`config.mk`:
```
export PLATFORM = sky130hd
export DESIGN_NAME = imem_loader
export DESIGN_NICKNAME = d
export VERILOG_FILES = /design/src/rtl/imem_loader.sv
export SDC_FILE = /design/constraint.sdc
export NUM_CORES = 1
export LEC_CHECK = 0
export CAP_MARGIN = 15
export CELL_PAD_IN_SITES_DETAIL_PLACEMENT = 1
export CELL_PAD_IN_SITES_GLOBAL_PLACEMENT = 2
export CORE_MARGIN = 2
export CORE_UTILIZATION = 37
export DETAILED_ROUTE_END_ITERATION = 8
export DONT_BUFFER_PORTS = 1
export MAX_ROUTING_LAYER = met4
export PLACE_DENSITY_LB_ADDON = 0.12
export SLEW_MARGIN = 20
export SYNTH_ARGS = -nofsm -noshare
export SYNTH_HDL_FRONTEND = slang
export SYNTH_SLANG_ARGS = --single-unit
```
`constraint.sdc`:
```
create_clock -name clk -period 2.1 [get_ports clk]
set_clock_uncertainty 0.1 [all_clocks]
set_input_delay 0.21 -clock clk [delete_from_list [all_inputs] [get_ports clk]]
set_output_delay 0.21 -clock clk [all_outputs]
set_load 0.02 [all_outputs]
```
`src/rtl/imem_loader.sv`:
```
// Instruction-memory loader: packs a big-endian byte stream into 32-bit words and writes them to consecutive word addresses.
// Latency: imem_we pulses for one cycle, starting in the cycle after the edge that accepts the fourth byte of a word.
// Backpressure: byte_ready is low except in LOAD, and drops for the single WRITE cycle; the source holds unaccepted bytes.
//
// Ports:
//   clk, reset (async, active-low)           clock and reset
//   start, num_words                         load request; sampled only in IDLE or DONE
//   byte_valid, byte_data, byte_ready        program byte stream, most-significant byte of each word first
//   imem_we, imem_waddr, imem_wdata          instruction-memory write port
//   cpu_hold                                 stalls the PC/datapath while a load is in progress
//   load_done, load_error                    status of the last load or start request
//   words_written, checksum                  progress counter and XOR of the words written
module imem_loader #(
  parameter int DEPTH  = 64,
  parameter int ADDR_W = 6,
  parameter int DATA_W = 32
) (
  input  logic              clk,
  input  logic              reset,
  input  logic              start,
  input  logic [ADDR_W:0]   num_words,
  input  logic              byte_valid,
  input  logic [7:0]        byte_data,
  output logic              byte_ready,
  output logic              imem_we,
  output logic [ADDR_W-1:0] imem_waddr,
  output logic [DATA_W-1:0] imem_wdata,
  output logic              cpu_hold,
  output logic              load_done,
  output logic              load_error,
  output logic [ADDR_W:0]   words_written,
  output logic [DATA_W-1:0] checksum
);

  localparam logic [ADDR_W:0] MAX_WORDS = (ADDR_W+1)'(DEPTH);
  localparam logic [ADDR_W:0] ONE       = (ADDR_W+1)'(1);
  localparam logic [1:0]      LAST_LANE = 2'((DATA_W / 8) - 1);

  typedef enum logic [1:0] {
    IDLE  = 2'd0,
    LOAD  = 2'd1,
    WRITE = 2'd2,
    DONE  = 2'd3
  } state_t;

  state_t              state;
  logic [1:0]          lane;
  logic [DATA_W-9:0]   byte_buf;   // lanes already received for the word being assembled
  logic [ADDR_W:0]     num_words_q;

  logic                start_ok;
  logic                accept;
  logic [ADDR_W:0]     words_next;

  always_comb begin
    start_ok   = (num_words != '0) && (num_words <= MAX_WORDS);
    accept     = byte_valid && byte_ready;
    words_next = words_written + ONE;
  end

  always_ff @(posedge clk or negedge reset) begin
    if (!reset) begin
      state         <= IDLE;
      lane          <= '0;
      byte_buf      <= '0;
      num_words_q   <= '0;
      byte_ready    <= 1'b0;
      imem_we       <= 1'b0;
      imem_waddr    <= '0;
      imem_wdata    <= '0;
      cpu_hold      <= 1'b0;
      load_done     <= 1'b0;
      load_error    <= 1'b0;
      words_written <= '0;
      checksum      <= '0;
    end else begin
      case (state)
        IDLE, DONE: begin
          if (start) begin
            if (start_ok) begin
              state         <= LOAD;
              num_words_q   <= num_words;
              load_done     <= 1'b0;
              load_error    <= 1'b0;
              words_written <= '0;
              checksum      <= '0;
              lane          <= '0;
              byte_buf      <= '0;
              cpu_hold      <= 1'b1;
              byte_ready    <= 1'b1;
            end else begin
              state      <= IDLE;
              load_error <= 1'b1;
              load_done  <= 1'b0;
            end
          end
        end

        LOAD: begin
          if (accept) begin
            if (lane == LAST_LANE) begin
              // words_written is also the index of the word being written,
              // so it doubles as the write address.
              imem_we    <= 1'b1;
              imem_waddr <= words_written[ADDR_W-1:0];
              imem_wdata <= {byte_buf, byte_data};
              byte_ready <= 1'b0;
              lane       <= '0;
              state      <= WRITE;
            end else begin
              byte_buf <= {byte_buf[DATA_W-17:0], byte_data};
              lane     <= lane + 2'd1;
            end
          end
        end

        WRITE: begin
          imem_we       <= 1'b0;
          checksum      <= checksum ^ imem_wdata;
          words_written <= words_next;
          if (words_next == num_words_q) begin
            state     <= DONE;
            load_done <= 1'b1;
            cpu_hold  <= 1'b0;
          end else begin
            state      <= LOAD;
            byte_ready <= 1'b1;
          end
        end

        default: state <= IDLE;
      endcase
    end
  end

endmodule

```
==> impl_metrics.yaml <==
detailed_routing:
  wl_mm: 13.77
  wl_per_cell_um: 20.02
  vias: 3724
  first_iter_violations: 143
  final_antenna_net_count: 0
  drc_errors: 0
  vias_per_cell: 5.413
  drt_pre_antenna_iters: 4
sta:
  rsz0062_at_grt: "no"
  tightest_slew_ns: 0.4392
  fmax_ghz: 0.4956
  setup_viol: 0
  maxSlewViolCount: 0
  timing.hold.ws_ns: -0.6067
  min_period_ns: 2.018
  fin_ws_ns: 0.08216
  slew-limit-headroom_pct: 70.51
  fin_crit_sh_pct: 96.09
  hold_viol: 117
critical_path:
  r2r-start: "words_written[1]"
  critPathLaunchType: "flop"
  crit_arrival_ns: 2.23
  worstSetupPathType: "flop to flop"
  required_ns: 2.31
  reg2reg_depth: 7
  endpoint_kind: "flop"
  reg2reg_slack_ns: 0.08
  r2r_end: "byte_ready"
  critPathMaxFanout: 4
pwr:
  powerDensity_nw_per_um2: 1516
  total_power_uw: 9977
  p_leak_uw: 0.002985
  irDropWorstVdd_uv: 617.2
global_routing:
  grt_pass1_wl_mm: 21.10
  grt_pass1_vias: 3868
  grt.overflow.total: 0
  grtUsageTotal_pct: 19.18
  antenna_found_initial: 0
  grt_max_degree: 118
placement:
  numPortBuffers: 0
  place_ws_ns: -0.1625
  dp_hpwl_mm: 8.697
  gp_congestion: 0.7552
synthesis:
  yosysTopAreaCellShare_pct: 56.33
  yosys.area.top_type: "dfrtp_1"
  synth_seq_cells: 117
  yosysMostFrequentCell: "dfrtp_1"
  synth_commonest_cells: "117 x dfrtp_1, 44 x mux2_2, 41 x inv_1, 37 x o21ai_0, 34 x or3_1"
  synth_nets: 467
  synth_edf_count: 0
  ys_seq_area_share_pct: 56.33
  synthTopCellsByArea: "dfrtp_1 56%, mux2_2 9.5%, a21boi_1 4.6%, or3_1 4.1%, a22o_1 4.0%"
  synth_cell_types: 49
  syn_area_per_cell_sq_um: 11.71
  synthCells: 444
  synth_flop_cell: "dfrtp_1"
  synthesis.area_sq_um: 5197
  synthArstFlopShare_pct: 100.0
  yosysWarningCount: 0
clocking:
  htreeDepth: 4
  clkLatencyLatePin_ns: 0.41
  cts_buffers: 17
  cts.clk_slew.worst_paths_ns: 0.06
  clockBufferDepth: 2
  cts.sinks: 117
  ctsHoldBuffers: 16
  cts_root_buffer: "clkbuf_16"
  cts_tree: "yes"
floorplanning:
  initial_core_util_pct: 37.59
  io_pins: 101
  die_h_um: 122.5
  core-area_sq_um: 13830
  die_width_um: 122.5
  die_area_sq_um: 15010
  rows: 43
hold_path:
  hp-class: "primary input to asynchronous set/reset pin"
run:
  drv_cap: 0
finish:
  drive_gt1_share_pct: 27.56
  nNetsFinal: 519
  fillers: 1456
  layout-area-overhead-vs-synth_pct: 26.60
  antenna_cells: 0
run_status:
  violations: "hold timing"
  status: "complete, but fails checks"
==> per-stage QoR <==
stage / TNS, ns / std cells / instance area, sq um / utilization, %
2_1_floorplan: -4.670 / 444 / 5279 / -
3_3_place_gp: -6.418 / 635 / 5674 / 41.04
3_5_place_dp: -7.696 / 635 / 5674 / 41.04
4_1_cts: 0 / 682 / 6415 / 46.39
5_1_grt: 0 / 688 / 6580 / 47.59
6_report: 0 / 688 / 6580 / 47.59
==> placed cells by master, fill, tap and decap left out, drive strengths merged, types with 3 or more instances in the layout <==
cell and n:
xnor2 5, nor3 4, clkbuf 24, ha 4
xor2 6, o31ai 4, nand2 11, clkinv 6
o21ai 44, a21oi 6, a22o 24, mux2 44
dlygate4sd3 16, buf 37, dfrtp 117, inv 42
and3 3, a21boi 32, a32o 3, nor2 10
or3 34
==> flip-flops by register name (all words and copies together) (netlist names), 2 cells and up <==
| signal | count |
|---|---|
| state | 2 |
| lane | 2 |
| checksum | 32 |
| imem_waddr | 6 |
| words_written | 7 |
| byte_buf | 24 |
| imem_wdata | 32 |
| num_words_q | 7 |
==> routing by layer <==
metal  vias to the layer above  global-route usage, %  routed length [um]
li1                       1693                      -                   -
met1                      1925                  25.04                6373
met2                        87                  27.74                6397
met3                        19                  6.366                 784
met4                         0                  7.184                 218
met5                         -                      -                   0
==> area by class of cell <==
class	instances	area (sq um)	share of cell area, %
tap	180	225.2	3.423
clock inverter	10	105.1	1.597
clock buffer	21	470.5	7.150
multi-input combinational	262	2074	31.53
timing repair buffer	56	611.8	9.298
inverter	42	160.2	2.434
sequential	117	2933	44.57
==> worst max-delay path: stages (launching register included) <==
cell and delay (ns):
dfrtp_2 0.42, ha_4 0.14, nand3_1 0.12, buf_4 0.17
o21ai_0 0.15, nand4_1 0.18, or4b_4 0.55, o311ai_1 0.09
==> power breakdown <==
group | leakage [uW] | internal [uW] | switching (uW)
Clock | 0.000284 | 1820 | 1020
Combinational | 0.00114 | 1400 | 1360
Sequential | 0.00156 | 3030 | 1350
Total | 0.00298 | 6240 | 3730
==> cells by family (layout without fill, tap and decap cells) <==
group / after synthesis / in the layout / synth area share, %
mux: 45 / 45 / 9.726
buf+inv: 65 / 129 / 5.464
xor+xnor: 11 / 11 / 1.854
fa+ha+maj: 4 / 4 / 0.9630
flops: 117 / 117 / 56.33
compound gates: 128 / 128 / 17.45
simple gates: 74 / 74 / 8.209
==> worst max-delay path by stage <==
stage	slack, ns	cells past startpoint	to	startpoint
global placement	-0.15	5	lane[0]	num_words[1]
CTS	0.01	9	checksum[16]	state[0]
global route	0.004	6	byte_ready	words_written[0]
finish	0.08	7	byte_ready	words_written[1]
floorplan	-0.17	7	byte_buf[10]	num_words[1]
detailed placement	-0.16	5	lane[0]	num_words[1]
==> what timing repair did <==
action / in CTS / in global routing
endpoints found under the hold margin: 141 / 117
setup buffers: 0 / 2
pin swaps: 0 / 13
gates cloned: 0 / 5
setup endpoints to repair: 1 / 51
resized for setup: 1 / 18
(Power assumes the default switching activity.)
